==> src/rtl/s_term_pipe_switch_matrix_if.sv <==
// ----------------------------------------------------------------------------
// s_term_pipe_switch_matrix_if
// Channel and configuration-chain bundle for the south-terminal switch matrix.
//
//   from_S       channel inputs from the tile below
//   to_N         channel outputs to the tile above
//   cfg_shift_en shift cfg_din into the shadow chain
//   cfg_din      serial configuration bit
//   cfg_dout     shadow chain MSB (daisy-chain output)
//   cfg_commit   request shadow -> active copy
//   cfg_full     shadow chain holds a complete new configuration
//   cfg_done     one-cycle pulse, commit accepted
//   cfg_err      one-cycle pulse, commit rejected
//
// master: the side driving channel inputs and the configuration chain.
// slave : the switch matrix itself.
// ----------------------------------------------------------------------------
interface s_term_pipe_switch_matrix_if #(
    parameter int NUM_WIRES = 48
);
    logic [NUM_WIRES-1:0] from_S;
    logic [NUM_WIRES-1:0] to_N;
    logic                 cfg_shift_en;
    logic                 cfg_din;
    logic                 cfg_dout;
    logic                 cfg_commit;
    logic                 cfg_full;
    logic                 cfg_done;
    logic                 cfg_err;

    modport master (
        output from_S, cfg_shift_en, cfg_din, cfg_commit,
        input  to_N, cfg_dout, cfg_full, cfg_done, cfg_err
    );

    modport slave (
        input  from_S, cfg_shift_en, cfg_din, cfg_commit,
        output to_N, cfg_dout, cfg_full, cfg_done, cfg_err
    );
endinterface

==> src/rtl/s_term_pipe_switch_matrix.sv <==
// ----------------------------------------------------------------------------
// s_term_pipe_switch_matrix
// South-terminal switch matrix: NUM_WIRES S->N channels, each individually
// configured as combinational pass, PIPE_DEPTH-stage retimed, tied low or
// frozen. Channel modes come from a serially loaded, double-buffered chain.
//
// Ports:
//   UserCLK   fabric user clock, all state on the rising edge
//   UserRSTn  asynchronous active-low reset
//   bus       s_term_pipe_switch_matrix_if.slave (channels + config chain)
//
// Parameters:
//   NUM_WIRES   number of channels (index 0 = SA0 ... 47 = SI11)
//   PIPE_DEPTH  retiming stages in registered mode, 1..4
//
// Optional feature (macro SAUBER_TERM_CFG_PARITY_EN):
//   Adds an even-parity bit at the LSB of the chain; commits with odd total
//   parity are rejected. Channel modes then sit one bit higher in the chain.
//
// Mode encoding per channel: 00 pass, 01 reg, 10 tie low, 11 hold.
// ----------------------------------------------------------------------------
module s_term_pipe_switch_matrix #(
    parameter int NUM_WIRES  = 48,
    parameter int PIPE_DEPTH = 2
) (
    input  logic                         UserCLK,
    input  logic                         UserRSTn,
    s_term_pipe_switch_matrix_if.slave   bus
);

`ifdef SAUBER_TERM_CFG_PARITY_EN
    localparam int CFG_BITS = 2*NUM_WIRES + 1;
    localparam int MODE_OFS = 1;
`else
    localparam int CFG_BITS = 2*NUM_WIRES;
    localparam int MODE_OFS = 0;
`endif
    localparam int CNT_W = $clog2(CFG_BITS + 1);

    localparam logic [1:0] MODE_PASS = 2'b00;
    localparam logic [1:0] MODE_REG  = 2'b01;
    localparam logic [1:0] MODE_TIE  = 2'b10;

    generate
        if (PIPE_DEPTH < 1 || PIPE_DEPTH > 4) begin : g_bad_pipe_depth
            $error("PIPE_DEPTH must be in 1..4");
        end
    endgenerate

    logic [CFG_BITS-1:0]  shadow;
    logic [CFG_BITS-1:0]  active;
    logic [CNT_W-1:0]     cnt;
    logic                 done_q;
    logic                 err_q;
    logic                 full;
    logic                 parity_ok;
    logic                 accept;
    logic [NUM_WIRES-1:0] pipe [PIPE_DEPTH];
    logic [NUM_WIRES-1:0] hold_mask;
    logic [NUM_WIRES-1:0] to_n;

    assign full = (cnt == CNT_W'(CFG_BITS));

`ifdef SAUBER_TERM_CFG_PARITY_EN
    assign parity_ok = ~^shadow;
`else
    assign parity_ok = 1'b1;
`endif

    assign accept = bus.cfg_commit & full & parity_ok;

    // Per-channel output select; hold channels also freeze their pipe.
    always_comb begin
        hold_mask = '0;
        to_n      = '0;
        for (int i = 0; i < NUM_WIRES; i++) begin
            case (active[2*i+MODE_OFS +: 2])
                MODE_PASS: to_n[i] = bus.from_S[i];
                MODE_REG:  to_n[i] = pipe[PIPE_DEPTH-1][i];
                MODE_TIE:  to_n[i] = 1'b0;
                default: begin
                    to_n[i]      = pipe[PIPE_DEPTH-1][i];
                    hold_mask[i] = 1'b1;
                end
            endcase
        end
    end

    // Retiming pipe: runs in every mode except hold, so switching a channel
    // to reg mode produces valid data after PIPE_DEPTH cycles.
    always_ff @(posedge UserCLK or negedge UserRSTn) begin
        if (!UserRSTn) begin
            for (int k = 0; k < PIPE_DEPTH; k++) pipe[k] <= '0;
        end else begin
            pipe[0] <= (pipe[0] & hold_mask) | (bus.from_S & ~hold_mask);
            for (int k = 1; k < PIPE_DEPTH; k++)
                pipe[k] <= (pipe[k] & hold_mask) | (pipe[k-1] & ~hold_mask);
        end
    end

    // Configuration chain. Commit wins over a simultaneous shift and sees the
    // pre-shift shadow; the shadow is kept after a commit for daisy-chaining.
    always_ff @(posedge UserCLK or negedge UserRSTn) begin
        if (!UserRSTn) begin
            shadow <= '0;
            active <= '0;
            cnt    <= '0;
            done_q <= 1'b0;
            err_q  <= 1'b0;
        end else begin
            done_q <= 1'b0;
            err_q  <= 1'b0;
            if (bus.cfg_commit) begin
                if (accept) begin
                    active <= shadow;
                    cnt    <= '0;
                    done_q <= 1'b1;
                end else begin
                    err_q  <= 1'b1;
                end
            end else if (bus.cfg_shift_en) begin
                shadow <= {shadow[CFG_BITS-2:0], bus.cfg_din};
                if (!full) cnt <= cnt + CNT_W'(1);
            end
        end
    end

    assign bus.to_N     = to_n;
    assign bus.cfg_dout = shadow[CFG_BITS-1];
    assign bus.cfg_full = full;
    assign bus.cfg_done = done_q;
    assign bus.cfg_err  = err_q;

endmodule

==> src/flat_wrapper.sv <==
// flat-port wrapper written by rule: the top's interface ports become plain ports
module s_term_pipe_switch_matrix_flat 
#(
    parameter int NUM_WIRES  = 48,
    parameter int PIPE_DEPTH = 2
)
  (UserCLK, UserRSTn, bus_from_S, bus_cfg_shift_en, bus_cfg_din, bus_cfg_commit, bus_to_N, bus_cfg_dout, bus_cfg_full, bus_cfg_done, bus_cfg_err);
  s_term_pipe_switch_matrix_if #(.NUM_WIRES(NUM_WIRES)) bus_i ();
  input  logic UserCLK;
  input  logic UserRSTn;
  input wire logic [$bits(bus_i.from_S)-1:0] bus_from_S;
  input wire logic [$bits(bus_i.cfg_shift_en)-1:0] bus_cfg_shift_en;
  input wire logic [$bits(bus_i.cfg_din)-1:0] bus_cfg_din;
  input wire logic [$bits(bus_i.cfg_commit)-1:0] bus_cfg_commit;
  output wire logic [$bits(bus_i.to_N)-1:0] bus_to_N;
  output wire logic [$bits(bus_i.cfg_dout)-1:0] bus_cfg_dout;
  output wire logic [$bits(bus_i.cfg_full)-1:0] bus_cfg_full;
  output wire logic [$bits(bus_i.cfg_done)-1:0] bus_cfg_done;
  output wire logic [$bits(bus_i.cfg_err)-1:0] bus_cfg_err;
  assign bus_i.from_S = bus_from_S;
  assign bus_i.cfg_shift_en = bus_cfg_shift_en;
  assign bus_i.cfg_din = bus_cfg_din;
  assign bus_i.cfg_commit = bus_cfg_commit;
  assign bus_to_N = bus_i.to_N;
  assign bus_cfg_dout = bus_i.cfg_dout;
  assign bus_cfg_full = bus_i.cfg_full;
  assign bus_cfg_done = bus_i.cfg_done;
  assign bus_cfg_err = bus_i.cfg_err;
  s_term_pipe_switch_matrix #(.NUM_WIRES(NUM_WIRES), .PIPE_DEPTH(PIPE_DEPTH)) u_core (.UserCLK(UserCLK), .UserRSTn(UserRSTn), .bus(bus_i));
endmodule
==> config.mk <==
export PLATFORM = sky130hd
export DESIGN_NAME = s_term_pipe_switch_matrix_flat
export DESIGN_NICKNAME = d
export VERILOG_FILES = /design/src/rtl/s_term_pipe_switch_matrix_if.sv /design/src/rtl/s_term_pipe_switch_matrix.sv /design/src/flat_wrapper.sv
export SDC_FILE = /design/constraint.sdc
export NUM_CORES = 1
export LEC_CHECK = 0
export ABC_AREA = 1
export CORE_ASPECT_RATIO = 1.25
export CORE_MARGIN = 2
export CORE_UTILIZATION = 62
export DETAILED_ROUTE_END_ITERATION = 10
export GPL_ROUTABILITY_DRIVEN = 0
export HOLD_SLACK_MARGIN = 0.08
export PLACE_DENSITY = 0.85
export SLEW_MARGIN = 15
export SYNTH_ARGS = -nofsm -noshare
export SYNTH_HDL_FRONTEND = slang
export SYNTH_SLANG_ARGS = --single-unit
==> constraint.sdc <==
create_clock -name UserCLK -period 4.4 [get_ports UserCLK]
set_input_delay 0.66 -clock UserCLK [delete_from_list [all_inputs] [get_ports UserCLK]]
set_output_delay 0.66 -clock UserCLK [all_outputs]
set_load 0.005 [all_outputs]
==> impl_metrics.env, run 1 <==
export IMPL_run_status="completed"
export IMPL_ff2ff_setup_slack_ns=2.09
export IMPL_cts_htree_levels=1
export IMPL_synthTopCellsByArea="dfrtp_1 (62%), nand2_1 (15%), o21ai_0 (8.2%)"
export IMPL_initialDrtViolationCount=576
export IMPL_clock_fmax_mhz=374.8
export IMPL_fillCellCount=1328
export IMPL_drive_gt1_share_pct=7.913
export IMPL_initial_core_util_pct=63.60
export IMPL_finalPower_uw=9066
export IMPL_place_area_sq_um=13230
export IMPL_tns_ns=0
export IMPL_dr_pass1_iters=6
export IMPL_wl_per_cell_microns=13.70
export IMPL_min_period_over_period_pct=60.64
export IMPL_fin_skew_ns=0.01111
export IMPL_final_util_pct=75.26
export IMPL_synthCells=1305
export IMPL_netlist_top_cells_count="nand2_1 (493), dfrtp_1 (297), o21ai_0 (196)"
export IMPL_finalWirelength_mm=22.75
export IMPL_dp_hpwl_mm=14.19
export IMPL_p_leak_uw=0.007210
export IMPL_powerDensity_nw_per_um2=636.8
export IMPL_ir_drop_v=0.0004107
export IMPL_synth_seq_cells=297
export IMPL_grt_setup_unrepaired="false"
export IMPL_drc=0
export IMPL_critPathRequiredTime_ns=3.74
export IMPL_grt_max_degree=132
export IMPL_cts_tree="yes"
export IMPL_drv_slew=0
export IMPL_nets=1463
export IMPL_grt_antenna_before_repair=1
export IMPL_fin_crit_ns=2.668
export IMPL_cts_made_buffers=28
export IMPL_crit_arrival_ns=2.01
export IMPL_synth_top_area_share_pct=61.77
export IMPL_cp_cell_sequence="nand2_1 -> nor3_1 -> nand3_1 -> inv_1 -> clkdlybuf4s50_1"
export IMPL_pin_count=105
export IMPL_synth_area_per_cell_sq_um=9.221
export IMPL_clock_path_buffers=3
export IMPL_maxSlewHeadroom_pct=35.06
export IMPL_via_per_inst=5.271
export IMPL_synth_top_area_cell="dfrtp_1"
export IMPL_synthDistinctLibCells=18
export IMPL_grt_pass1_wl_mm=40.07
export IMPL_die_area_sq_um=20550
export IMPL_finalHoldViolations=0
export IMPL_grt_pass1_vias=8900
export IMPL_coreArea_sq_um=18920
export IMPL_ant_nets=0
export IMPL_die_w_microns=128.6
export IMPL_num_vias=8750
export IMPL_critPathKind="reg -> out"
export IMPL_worst_path_largest_cell_delay_ns=0.53
export IMPL_critPathLaunchType="flop"
export IMPL_drv_cap=0
export IMPL_synth_warnings=0
export IMPL_yosysMostFrequentCell="nand2_1"
export IMPL_syn_area_sq_um=12030
export IMPL_hold_path_class="in -> async"
export IMPL_endpoint_kind="output port"
export IMPL_syn_to_final_growth_pct=18.32
export IMPL_clk_pin_slew_ns=0.07
export IMPL_seq_area_frac_synth_pct=61.77
export IMPL_numPortBuffers=104
export IMPL_die_h_microns=159.8
export IMPL_timing_hold_ws_ns=0.1980
export IMPL_synth_async_reset_ratio_pct=100.0
export IMPL_final_area_sq_um=14240
export IMPL_postCtsHoldBufs=0
export IMPL_cpMaxStageDelayCell="clkdlybuf4s50_1"
export IMPL_postCtsSetupRepairBufs=0
export IMPL_worstPathMaxFanout=4
export IMPL_synth_fp_nets=1362
export IMPL_grt_use_total_pct=23.24
export IMPL_clkSinkCount=297
export IMPL_cts_root_buf="clkbuf_16"
export IMPL_antenna_cells=0
export IMPL_tightest_slew_ns=0.9742
export IMPL_placementRows=56
export IMPL_finalSetupViolCount=0
export IMPL_worstSkewPairLatency_ns=0.53
export IMPL_synth_ff_type="dfrtp_1"
export IMPL_post_cts_resized=0
export IMPL_grt_overflow=0
export IMPL_synth_edf_count=0
layer usage:
metal	track usage (%)	wire, microns	vias to the layer above
li1	-	-	4279
met1	30.82	9955	4249
met2	40.09	11330	184
met3	3.618	1003	36
met4	6.374	444	2
met5	0	13	-
cells by family after synthesis:
| logic type | Yosys count | synth area share [%] |
|---|---|---|
| AOI/OAI and AO/OA | 200 | 8.319 |
| adders and majority gates | 4 | 0.4159 |
| buffers and inverters | 199 | 6.988 |
| DFF | 297 | 61.77 |
| muxes | 48 | 4.492 |
| and+or+nand+nor | 557 | 18.02 |
placed cells by master, fill, tap and decap left out, drive strengths merged:
master / count
a21oi: 4
buf: 9
bufinv: 4
clkbuf: 38
clkdlybuf4s50: 103
clkinv: 10
clkinvlp: 1
dfrtp: 297
ha: 4
inv: 157
mux2: 48
nand2: 494
nand3: 55
nand4: 1
nor2: 6
nor3: 1
o21ai: 196
worst max-delay path: cells and delay by family (launching register included):
family                 cells  cell delay (ns)
and+or+nand+nor            3             0.39
buffers and inverters      2             0.69
DFF                        1             0.40
where the power goes:
part,internal (uW),switching [uW],total [uW]
registers,3640,418,4050
logic,1190,1240,2430
clock network,1570,1010,2580
total,6390,2670,9070
layout make-up:
class                   count  area, sq um  share of cell area [%]
flip-flops and latches    297         7432                   52.20
multi-input cells         809         3777                   26.53
repair buffers            112         1131                   7.944
clock buffers              38        839.6                   5.897
inverters                 158        594.3                   4.174
well taps                 232        290.3                   2.039
clock inverters            14        172.7                   1.213
stage by stage:
| step | std cells | setup slack, ns |
|---|---|---|
| detailed placement | 1608 | 1.411 |
| CTS | 1660 | 1.710 |
| global route | 1660 | 1.604 |
| global placement | 1608 | 1.509 |
| finish | 1660 | 1.732 |
| floorplan | 1305 | 2.712 |
final timing paths:
path	start	end	cells after the start
setup / recovery	u_core.cnt[5]	bus_cfg_full	5
hold / removal	UserRSTn	async pin	1
setup reg to reg	u_core.cnt[5]	u_core.active[69]	8
min in group UserCLK	flop	flop	2
max in group asynchronous	UserRSTn	u_core.active[61]	2
hold reg to reg	flop	flop	2
(Power assumes the default switching activity.)
==> run 2: changes to the inputs <==
--- a/config.mk
+++ b/config.mk
@@ -8,11 +8,11 @@
 export ABC_AREA = 1
 export CORE_ASPECT_RATIO = 1.25
 export CORE_MARGIN = 2
-export CORE_UTILIZATION = 62
+export CORE_UTILIZATION = 52
 export DETAILED_ROUTE_END_ITERATION = 10
 export GPL_ROUTABILITY_DRIVEN = 0
 export HOLD_SLACK_MARGIN = 0.08
-export PLACE_DENSITY = 0.85
+export PLACE_DENSITY = 0.76
 export SLEW_MARGIN = 15
 export SYNTH_ARGS = -nofsm -noshare
 export SYNTH_HDL_FRONTEND = slang
==> constraint.sdc (replaced) <==
create_clock -name UserCLK -period 2.15 [get_ports UserCLK]
set_input_delay 0.3225 -clock UserCLK [delete_from_list [all_inputs] [get_ports UserCLK]]
set_output_delay 0.3225 -clock UserCLK [all_outputs]
set_load 0.005 [all_outputs]
==> run 2 against run 1 <==
The run now ends with DRC left. Clock skew is 0.0024 ns lower. Power is 100% higher. Sequential power is 100% higher. Non-clock buffer count is 18 higher. First-iteration DRC count is 17% lower. Sequential cell count stayed put. Critical path type unchanged. Largest power group unchanged. Highest routed layer is now met4.
==> impl_metrics.env, run 2 (synthesis gave the netlist of run 1 again) <==
export IMPL_drc=6
export IMPL_min_period_over_period_pct=96.16
export IMPL_cts_tree="yes"
export IMPL_placementRows=62
export IMPL_reg2reg_depth=11
export IMPL_cts_root_buf="clkbuf_16"
export IMPL_ff2ff_setup_slack_ns=0.14
export IMPL_worstPathMaxFanout=3
export IMPL_drive_gt1_share_pct=8.771
export IMPL_fillCellCount=1876
export IMPL_clock_fmax_mhz=483.7
export IMPL_endpoint_kind="output port"
export IMPL_tightest_slew_ns=0.4396
export IMPL_numPortBuffers=104
export IMPL_tns_ns=0
export IMPL_wl_per_cell_microns=12.98
export IMPL_finalHoldViolations=0
export IMPL_cts_made_buffers=30
export IMPL_dr_pass1_iters=8
export IMPL_finalSetupViolCount=0
export IMPL_critPathRequiredTime_ns=1.83
export IMPL_grt_overflow=0
export IMPL_powerDensity_nw_per_um2=1267
export IMPL_layout_common_cells="nand2_1 (493), dfrtp_1 (297), o21ai_0 (195)"
export IMPL_grt_pass1_wl_mm=39.81
export IMPL_drv_slew=0
export IMPL_die_w_microns=140.1
export IMPL_fin_crit_ns=2.068
export IMPL_initialDrtViolationCount=478
export IMPL_mostFrequentLayoutCell="nand2_1"
export IMPL_pin_count=105
export IMPL_antenna_cells=0
export IMPL_crit_arrival_ns=1.75
export IMPL_fin_skew_ns=0.008708
export IMPL_die_h_microns=174.1
export IMPL_syn_to_final_growth_pct=20.77
export IMPL_hold_path_class="in -> async"
export IMPL_setup_slack_ns=0.08246
export IMPL_clock_path_buffers=3
export IMPL_dp_hpwl_mm=14.43
export IMPL_clkSinkCount=297
export IMPL_ir_drop_v=0.0009144
export IMPL_maxSlewHeadroom_pct=70.69
export IMPL_ant_nets=0
export IMPL_via_per_inst=4.993
export IMPL_finalWirelength_mm=22.54
export IMPL_worstSkewPairLatency_ns=0.54
export IMPL_violations="DRC"
export IMPL_critPathKind="reg -> out"
export IMPL_nets=1483
export IMPL_drv_cap=0
export IMPL_run_status="finished with violations"
export IMPL_cts_htree_levels=1
export IMPL_initial_core_util_pct=52.58
export IMPL_clk_pin_slew_ns=0.06
export IMPL_p_leak_uw=0.007386
export IMPL_grt_use_total_pct=19.24
export IMPL_place_area_sq_um=13420
export IMPL_grt_antenna_before_repair=0
export IMPL_critPathLaunchType="flop"
export IMPL_place_ws_ns=0.05315
export IMPL_final_area_sq_um=14530
export IMPL_coreArea_sq_um=22880
export IMPL_grt_pass1_vias=8648
export IMPL_grt_max_degree=109
export IMPL_num_vias=8668
export IMPL_grt_setup_unrepaired="false"
export IMPL_die_area_sq_um=24380
## run 2: power breakdown
group          total (uW)  leakage (uW)  internal (uW)  switching [uW]
Clock                5180      0.000484           3120            2060
Combinational        4970       0.00329           2440            2520
Sequential           8270       0.00361           7440             827
Total               18400       0.00739          13000            5410
## run 2: area by class of cell
cell class / count / area, sq um / share of cell area [%]
Clock inverter: 7 / 93.84 / 0.6458
Sequential cell: 297 / 7432 / 51.15
Multi-Input combinational cell: 809 / 3787 / 26.06
Tap cell: 288 / 360.3 / 2.480
Inverter: 158 / 594.3 / 4.090
Clock buffer: 47 / 905.9 / 6.234
Timing Repair Buffer: 130 / 1358 / 9.342
## run 2: metrics by stage
step / total power [uW] / instances / hold WS [ns] / util [%]
2_1_floorplan: 11170 / 1305 / 0.02691 / -
3_3_place_gp: 13050 / 1671 / 0.2608 / 58.66
3_5_place_dp: 13340 / 1671 / 0.2578 / 58.66
4_1_cts: 18650 / 1734 / 0.2834 / 63.35
5_1_grt: 19700 / 1736 / 0.3238 / 63.50
6_report: 18420 / 1736 / 0.2812 / 63.50
## run 2: worst max-delay path, cell delays in order, from the launching register on
cell and delay, ns:
dfrtp_1 0.37, inv_1 0.09, nand3_1 0.09, o21ai_0 0.11
clkdlybuf4s50_1 0.55
## run 2: worst paths after layout
kind | startpoint | endpoint
max in group asynchronous | UserRSTn | u_core.shadow[68]
min in group UserCLK | bus_cfg_din | u_core.shadow[0]
worst max register to register | u_core.cnt[5] | u_core.cnt[0]
worst max-delay path | u_core.active[92] | bus_to_N[46]
worst min register to register | flop | flop
worst min-delay path | UserRSTn | async pin
## run 2: repair_timing
item | in CTS | in global routing
pin swaps | 1 | 1
setup buffers | 8 | 2
hold endpoints to repair | 150 | 0
hold buffers | 1 | 0
setup endpoints to repair | 1 | 11
cloned | 0 | 0
gates resized for setup | 4 | 8
## run 2: metal layers
metal	part of all wire (%)	track usage (%)	vias to the layer above
met1	44	25.91	4177
li1	-	-	4332
met5	0	0	-
met4	1.6	4.545	0
met2	50	33.48	132
met3	3.7	2.590	27
